<file path="src/rtl/processor_pkg.sv">
// Shared definitions for the 10-bit processor: timesteps, opcodes, prefixes, word type.
package processor_pkg;

  localparam logic [1:0] T0 = 2'd0;
  localparam logic [1:0] T1 = 2'd1;
  localparam logic [1:0] T2 = 2'd2;
  localparam logic [1:0] T3 = 2'd3;

  localparam logic [3:0] LD  = 4'd0;
  localparam logic [3:0] CP  = 4'd1;
  localparam logic [3:0] ADD = 4'd2;
  localparam logic [3:0] SUB = 4'd3;
  localparam logic [3:0] INV = 4'd4;
  localparam logic [3:0] FLP = 4'd5;
  localparam logic [3:0] AND = 4'd6;
  localparam logic [3:0] OR  = 4'd7;
  localparam logic [3:0] XOR = 4'd8;
  localparam logic [3:0] LSL = 4'd9;
  localparam logic [3:0] LSR = 4'd10;
  localparam logic [3:0] ASR = 4'd11;

  localparam logic [1:0] PFX_ALU  = 2'b00;
  localparam logic [1:0] PFX_ADDI = 2'b10;
  localparam logic [1:0] PFX_SUBI = 2'b11;

  typedef logic [9:0] word_t;

endpackage

</file>
<file path="src/rtl/button_debouncer.sv">
// Synchronizes and debounces an active-low pushbutton; emits one pulse per accepted press.
module button_debouncer #(
  parameter int unsigned DEBOUNCE_CYCLES = 16
) (
  input  logic clk,
  input  logic rst_n,
  input  logic btn_n,
  output logic press_pulse
);

  localparam int unsigned CntW = (DEBOUNCE_CYCLES > 1) ? $clog2(DEBOUNCE_CYCLES) : 1;

  logic            sync1_q, sync2_q;
  logic            acc_q, acc_d;
  logic            acc_prev_q, acc_prev_d;
  logic [CntW-1:0] cnt_q, cnt_d;
  logic            pulse_q, pulse_d;

  // Debounce counter, accepted level and falling-edge pulse next-state.
  always_comb begin
    cnt_d      = cnt_q;
    acc_d      = acc_q;
    if (sync2_q == acc_q) begin
      cnt_d = '0;
    end else if (cnt_q == CntW'(DEBOUNCE_CYCLES - 1)) begin
      acc_d = sync2_q;
      cnt_d = '0;
    end else begin
      cnt_d = cnt_q + CntW'(1);
    end
    acc_prev_d = acc_q;
    // Pulse one cycle after the accepted level falls (press); release is ignored.
    pulse_d    = acc_prev_q & ~acc_q;
  end

  // State update with synchronous active-low reset; button reads as released after reset.
  always_ff @(posedge clk) begin
    if (!rst_n) begin
      sync1_q    <= 1'b1;
      sync2_q    <= 1'b1;
      acc_q      <= 1'b1;
      acc_prev_q <= 1'b1;
      cnt_q      <= '0;
      pulse_q    <= 1'b0;
    end else begin
      sync1_q    <= btn_n;
      sync2_q    <= sync1_q;
      acc_q      <= acc_d;
      acc_prev_q <= acc_prev_d;
      cnt_q      <= cnt_d;
      pulse_q    <= pulse_d;
    end
  end

  assign press_pulse = pulse_q;

endmodule

</file>
<file path="src/rtl/instruction_sequencer.sv">
// Front end of the processor: step generation, timestep counter, IR and retirement count.
module instruction_sequencer
  import processor_pkg::*;
#(
  parameter int unsigned DATA_W          = 10,
  parameter int unsigned DEBOUNCE_CYCLES = 16,
  parameter int unsigned CNT_W           = 8
) (
  input  logic              clk,
  input  logic              rst_n,
  input  logic [DATA_W-1:0] data_in,
  input  logic              enter_n,
  input  logic              IRin,
  input  logic              Clr,
  output logic [DATA_W-1:0] INST,
  output logic [1:0]        T,
  output logic              step,
  output logic [CNT_W-1:0]  instr_count
);

  logic [1:0]        t_q, t_d;
  logic [DATA_W-1:0] inst_q, inst_d;
  logic [CNT_W-1:0]  instr_count_q, instr_count_d;
  logic              step_pulse;

  button_debouncer #(
    .DEBOUNCE_CYCLES(DEBOUNCE_CYCLES)
  ) u_debouncer (
    .clk        (clk),
    .rst_n      (rst_n),
    .btn_n      (enter_n),
    .press_pulse(step_pulse)
  );

  // Controller handshakes are only meaningful on step cycles.
  always_comb begin
    t_d           = t_q;
    inst_d        = inst_q;
    instr_count_d = instr_count_q;
    if (step_pulse) begin
      t_d = Clr ? T0 : t_q + 2'd1;
      if (IRin) begin
        inst_d = data_in;
      end
      if ((Clr || (t_q == T3)) && (instr_count_q != {CNT_W{1'b1}})) begin
        instr_count_d = instr_count_q + CNT_W'(1);
      end
    end
  end

  // Registered sequencer state; reset wins over any step in the same cycle.
  always_ff @(posedge clk) begin
    if (!rst_n) begin
      t_q           <= T0;
      inst_q        <= '0;
      instr_count_q <= '0;
    end else begin
      t_q           <= t_d;
      inst_q        <= inst_d;
      instr_count_q <= instr_count_d;
    end
  end

  assign T           = t_q;
  assign INST        = inst_q;
  assign instr_count = instr_count_q;
  assign step        = step_pulse;

endmodule

</file>
<file path="config.mk">
export PLATFORM = sky130hd
export DESIGN_NAME = instruction_sequencer
export DESIGN_NICKNAME = d
export VERILOG_FILES = /design/src/rtl/processor_pkg.sv /design/src/rtl/button_debouncer.sv /design/src/rtl/instruction_sequencer.sv
export SDC_FILE = /design/constraint.sdc
export NUM_CORES = 1
export LEC_CHECK = 0
export ABC_AREA = 1
export CAP_MARGIN = 30
export CORE_MARGIN = 4
export CORE_UTILIZATION = 46
export DETAILED_ROUTE_END_ITERATION = 10
export PLACE_DENSITY = 0.9
export SLEW_MARGIN = 20
export SYNTH_ARGS = -nofsm -noshare
export SYNTH_HDL_FRONTEND = slang
export SYNTH_HIERARCHICAL = 1
export SYNTH_SLANG_ARGS = --single-unit
</file>
<file path="constraint.sdc">
create_clock -name clk -period 1.3 [get_ports clk]
set_input_delay 0.39 -clock clk [delete_from_list [all_inputs] [get_ports clk]]
set_output_delay 0.39 -clock clk [all_outputs]
set_load 0.01 [all_outputs]
</file>
## Word-level counts from Yosys, hierarchy flattened

Cells that the tools add are included.

| word-level totals | value |
|---|---|
| logic and storage cells | 27 |
| output and inout bits | 21 |
| bits in registers | 29 |

| cells by class | value |
|---|---|
| bitwise logic cells | 4 |
| equal/unequal tests | 4 |
| muxes and demuxes | 1 |
| reduce and logical (&&, ||, !) cells | 6 |
| $add $sub $neg | 3 |

Operator list:

| operator | count |
|---|---|
| $add 8x1->8 const B | 1 |
| $ne 8x8->1 const B | 1 |
| $reduce_and 2->1 | 3 |
| $add 4x1->4 const B | 1 |
| $eq 4x4->1 const B | 1 |
| $not 1->1 | 3 |
| $reduce_or 3->1 | 1 |
| $add 2x1->2 const B | 1 |
| $eq 2x2->1 const B | 1 |
| $mux 2 | 1 |
| $and 1x1->1 | 1 |
| $eq 1x1->1 | 1 |
| $logic_and 1x1->1 | 1 |
| $logic_or 1x1->1 | 1 |

## Longest topological paths before layout

| logic depth | value |
|---|---|
| word-level depth | 4 |
| gate-level depth with buffers | 8 |
| mapped depth without buffers | 8 |

## Modules after synthesis

The synthesis kept the hierarchy.

Modules (own cells, without submodules):

| module | cells an instance | area each (µm²) | times used |
|---|---|---|---|
| instruction_sequencer | 128 | 910.9 | 1 |
| button_debouncer | 35 | 321.6 | 1 |

## Worst setup path before layout

No wires, ideal clock.

| timing | value |
|---|---|
| kind | flip-flop to flip-flop |
| start point | register instr_count_q[0], in the netlist instr_count[0] |
| end point | register instr_count_q[5], in the netlist instr_count[5] |
| arrival | 1.132 ns |
| required time | 1.185 ns |
| path buffers | 0 |
| stages on the path, launching flop included | 8 |
| clock period less this slack | 1.247 ns |
| path slack | 0.053 ns |
| setup time | 0.115 ns |
| path through | dfxtp_1 ha_1 nand2_1 nor2_2 a21oi_2 nand3_1 nand2_1 nor2_1 |

| on the way | value |
|---|---|
| cells in the longest elaborated chain, start to end | 3 |
| elaborated cells between the ends (all ways) | 4 |
| classes of those cells | 1 x add/sub; 1 x eq/ne; 2 x reduce/logical |

RTL lines:

| element | line | text |
|---|---|---|
| start: declaration | instruction_sequencer.sv:23 | `logic [CNT_W-1:0] instr_count_q, instr_count_d;` |
| start signal: assignment | instruction_sequencer.sv:60 | `instr_count_q <= instr_count_d;` |
| branches (longest 3 deep; another with $add 8x1->8) | - |  |

Several ways; the timed one is not identified.
A chain may end at the register's enable or synchronous reset.

## Worst setup path in the final report

| timing | value |
|---|---|
| start point | register instr_count_q[7], in the netlist instr_count[7] |
| end point | output instr_count[7] |

RTL lines:

| element | line | text |
|---|---|---|
| end: declaration | instruction_sequencer.sv:18 | `output logic [CNT_W-1:0] instr_count` |

No word-level cell between the ends.

==> flow_summary.yaml <==
power:
  peakVddDrop_uv: 680.9
  cellLeakagePower_nw: 0.8123
  cellPowerDensity_nw_per_um2: 916.5
worst_setup_path:
  critical_path.cell_chain: "clkdlybuf4s15_2"
  r2r-start: "instr_count[0]$_SDFFE_PN0P_"
  reg2reg_depth: 8
  endpoint_kind: "output pin"
  worst_ep_required_time_ns: 0.91
  path_class: "register to output pin"
  r2r_slack_ns: 0.08
  worst-path-buf-inv: 1
  regToRegEndpoint: "instr_count[0]$_SDFFE_PN0P_"
  cpMaxStageDelayCell: "dfxtp_2"
  worst_path_largest_cell_delay_ns: 0.33
  cp_top_family: "flip-flops"
  arrival_ns: 0.87
  start_kind: "register"
  crit_fanout: 2
logic_synthesis:
  synth_seq_cells: 29
  ys_warn_count: 6
  synth_area_um2: 1232
  syn_area_per_cell_um2: 7.561
  synth_nets: 181
  synthCells: 163
  synth_cell_types: 26
  ys_seq_area_share_pct: 47.11
floorplanning:
  io-pin-count: 36
  die_w_um: 59.76
  rows: 18
  start_util_pct: 48.86
  core_um2: 2522
  dieArea_um2: 3571
  die_h_um: 59.76
detailed_routing:
  via_per_inst: 4.851
  post-route-drc-count: 0
  drtAntennaViolNets: 0
  drtPass1Iterations: 4
  vias: 1208
  post_drt_wl_per_cell_um: 11.36
  drt-total-wl_mm: 2.828
  drt_iter0_markers: 26
finish:
  fillers: 215
  drive_above_1_share_pct: 39.27
  stdcell_area_um2: 1763
  insertedDiodeCount: 0
  final_nets: 236
  stdcell_count: 249
  areaGrowthSynthToFinish_pct: 43.05
sta:
  slew_headroom_pct: 81.19
  fin_ws_ns: 0.03826
  period_share_pct: 97.06
  fmax_mhz: 792.6
  final.setup.tns_ns: 0
  tightest_slew_ns: 0.2800
  final-setup-viol-count: 0
  min_period_ns: 1.262
  slew_viol_final: 0
  clock_skew_ns: 0.01032
  finalHoldViolCount: 0
  whs_ns: 0.4056
grt:
  grt_use_total_pct: 17.33
  grt_pass1_vias: 1101
  grt_overflow_total: 0
  grt_pass1_wl_mm: 4.526
  grt_max_degree: 11
  antenna_found_initial: 0
clocking:
  cts_inserted_buffers: 5
  cts_tree: "yes"
  clock_latency_ns: 0.32
  cts_setup_buffers: 0
  clkTransAtPathRegs_ns: 0.10
  clock_sinks: 29
  clockBufferDepth: 2
  clockRootBuffer: "clkbuf_4"
  htree_levels: 2
place:
  port_buffers: 35
  place_area_um2: 1723
  post-place-cells: 241
  hpwlAfterDp_mm: 2.011
  pre_cts_ws_ns: -0.2343
  gp_congestion: 0.8389
worst_hold_path:
  hold_class: "register to register"
  whs_path_depth: 1
  min_to: "u_debouncer/sync2_q$_SDFF_PN1_"
  min_from: "u_debouncer/sync1_q$_SDFF_PN1_"
job:
  drv_cap: 0
outcome:
  status: "completed"
## cells in the mapped netlist
cell type / instances / area share, %
nor3_1: 1 / 0.41
or2_2: 2 / 1.0
nand4_1: 2 / 1.0
nand2_2: 3 / 1.5
buf_2: 2 / 0.81
o21ai_0: 10 / 4.1
a21oi_2: 1 / 0.71
nand3_2: 2 / 1.6
or2_4: 1 / 0.71
nor2_4: 1 / 0.91
o21bai_1: 2 / 1.2
clkinv_1: 1 / 0.30
buf_6: 1 / 0.91
a211oi_1: 1 / 0.61
ha_1: 3 / 3.0
nor2_1: 36 / 11
inv_1: 16 / 4.9
inv_2: 2 / 0.61
nor2_2: 5 / 2.5
clkbuf_1: 1 / 0.30
nand2_1: 22 / 6.7
xnor2_1: 1 / 0.71
a21oi_1: 5 / 2.0
nand3_1: 10 / 4.1
dfxtp_1: 29 / 47
o21ai_1: 3 / 1.2
## metrics by stage
step,util [%],total power (W)
2_1_floorplan,-,0.0009485
3_3_place_gp,68.30,0.001003
3_5_place_dp,68.30,0.001006
4_1_cts,72.32,0.001628
5_1_grt,69.89,0.001681
6_report,69.89,0.001616
## area by class of cell
type | count | area [um2] | area share, %
clock buffers | 7 | 65.06 | 3.691
flip-flops and latches | 29 | 604.3 | 34.28
well taps | 30 | 37.54 | 2.129
inverters | 19 | 71.32 | 4.045
repair buffers | 52 | 379.1 | 21.50
clock inverters | 1 | 5.005 | 0.2839
multi-input cells | 111 | 600.6 | 34.07
## cells in the final DEF, fill, tap and decap left out
master	n
nor2_1	35
nand2_1	20
dfxtp_2	19
buf_2	19
buf_4	17
inv_1	16
clkdlybuf4s50_1	14
dfxtp_1	10
o21ai_0	10
nand3_1	10
nor2_2	5
a21oi_1	5
clkbuf_4	5
nand2_2	4
o21ai_1	3
nor2_4	2
inv_2	2
o21bai_1	2
ha_1	2
clkbuf_8	2
or2_2	2
nand4_1	2
clkinv_1	1
a21oi_4	1
nor3_1	1
nand2_4	1
nand3_4	1
a211oi_1	1
ha_4	1
clkinv_2	1
clkbuf_2	1
clkdlybuf4s15_2	1
or2_4	1
nand3_2	1
xnor2_1	1
## flip-flops by register name (all words and copies together), names as in the netlist
register,cells
instr_count,8
u_debouncer/press_pulse,1
u_debouncer/acc_prev_d,1
u_debouncer/acc_prev_q,1
INST,10
u_debouncer/cnt_q,4
u_debouncer/sync1_q,1
T,2
u_debouncer/sync2_q,1
## metal layers
layer	vias up	global-route usage (%)	wire length, um
met3	7	8.639	248
li1	625	-	-
met5	-	0	0
met1	537	18.41	1086
met2	39	28.86	1464
met4	0	7.278	29
## how the worst max path moves through the flow
stage,from,cells past startpoint,end
2_1_floorplan,instr_count[0]$_SDFFE_PN0P_,7,instr_count[5]$_SDFFE_PN0P_
3_3_place_gp,Clr,6,instr_count[6]$_SDFFE_PN0P_
3_5_place_dp,Clr,6,instr_count[5]$_SDFFE_PN0P_
4_1_cts,INST[1]$_SDFFE_PN0P_,1,INST[1]
5_1_grt,T[0]$_SDFFE_PN0P_,7,instr_count[1]$_SDFFE_PN0P_
6_report,instr_count[7]$_SDFFE_PN0P_,1,instr_count[7]
## kinds of logic (layout without fill, tap and decap cells)
family	count (synthesis)	after routing	synth area share, %
buf+inv	23	79	7.817
compound gates	22	22	9.847
flops	29	29	47.11
xor+xnor	1	1	0.7108
simple gates	85	85	31.47
fa+ha+maj	3	3	3.046
## power by group
group,switching (W),internal [W]
registers,0.00000207,0.000891
clock network,0.000314,0.000313
logic,0.0000383,0.0000581
total,0.000354,0.00126
## repair_timing
item / CTS / global route
resized for setup: 77 / 33
hold buffers: 0 / 0
gates cloned: 0 / 0
setup endpoints to repair: 25 / 26
pin swaps: 0 / 2
(Power assumes the default switching activity.)
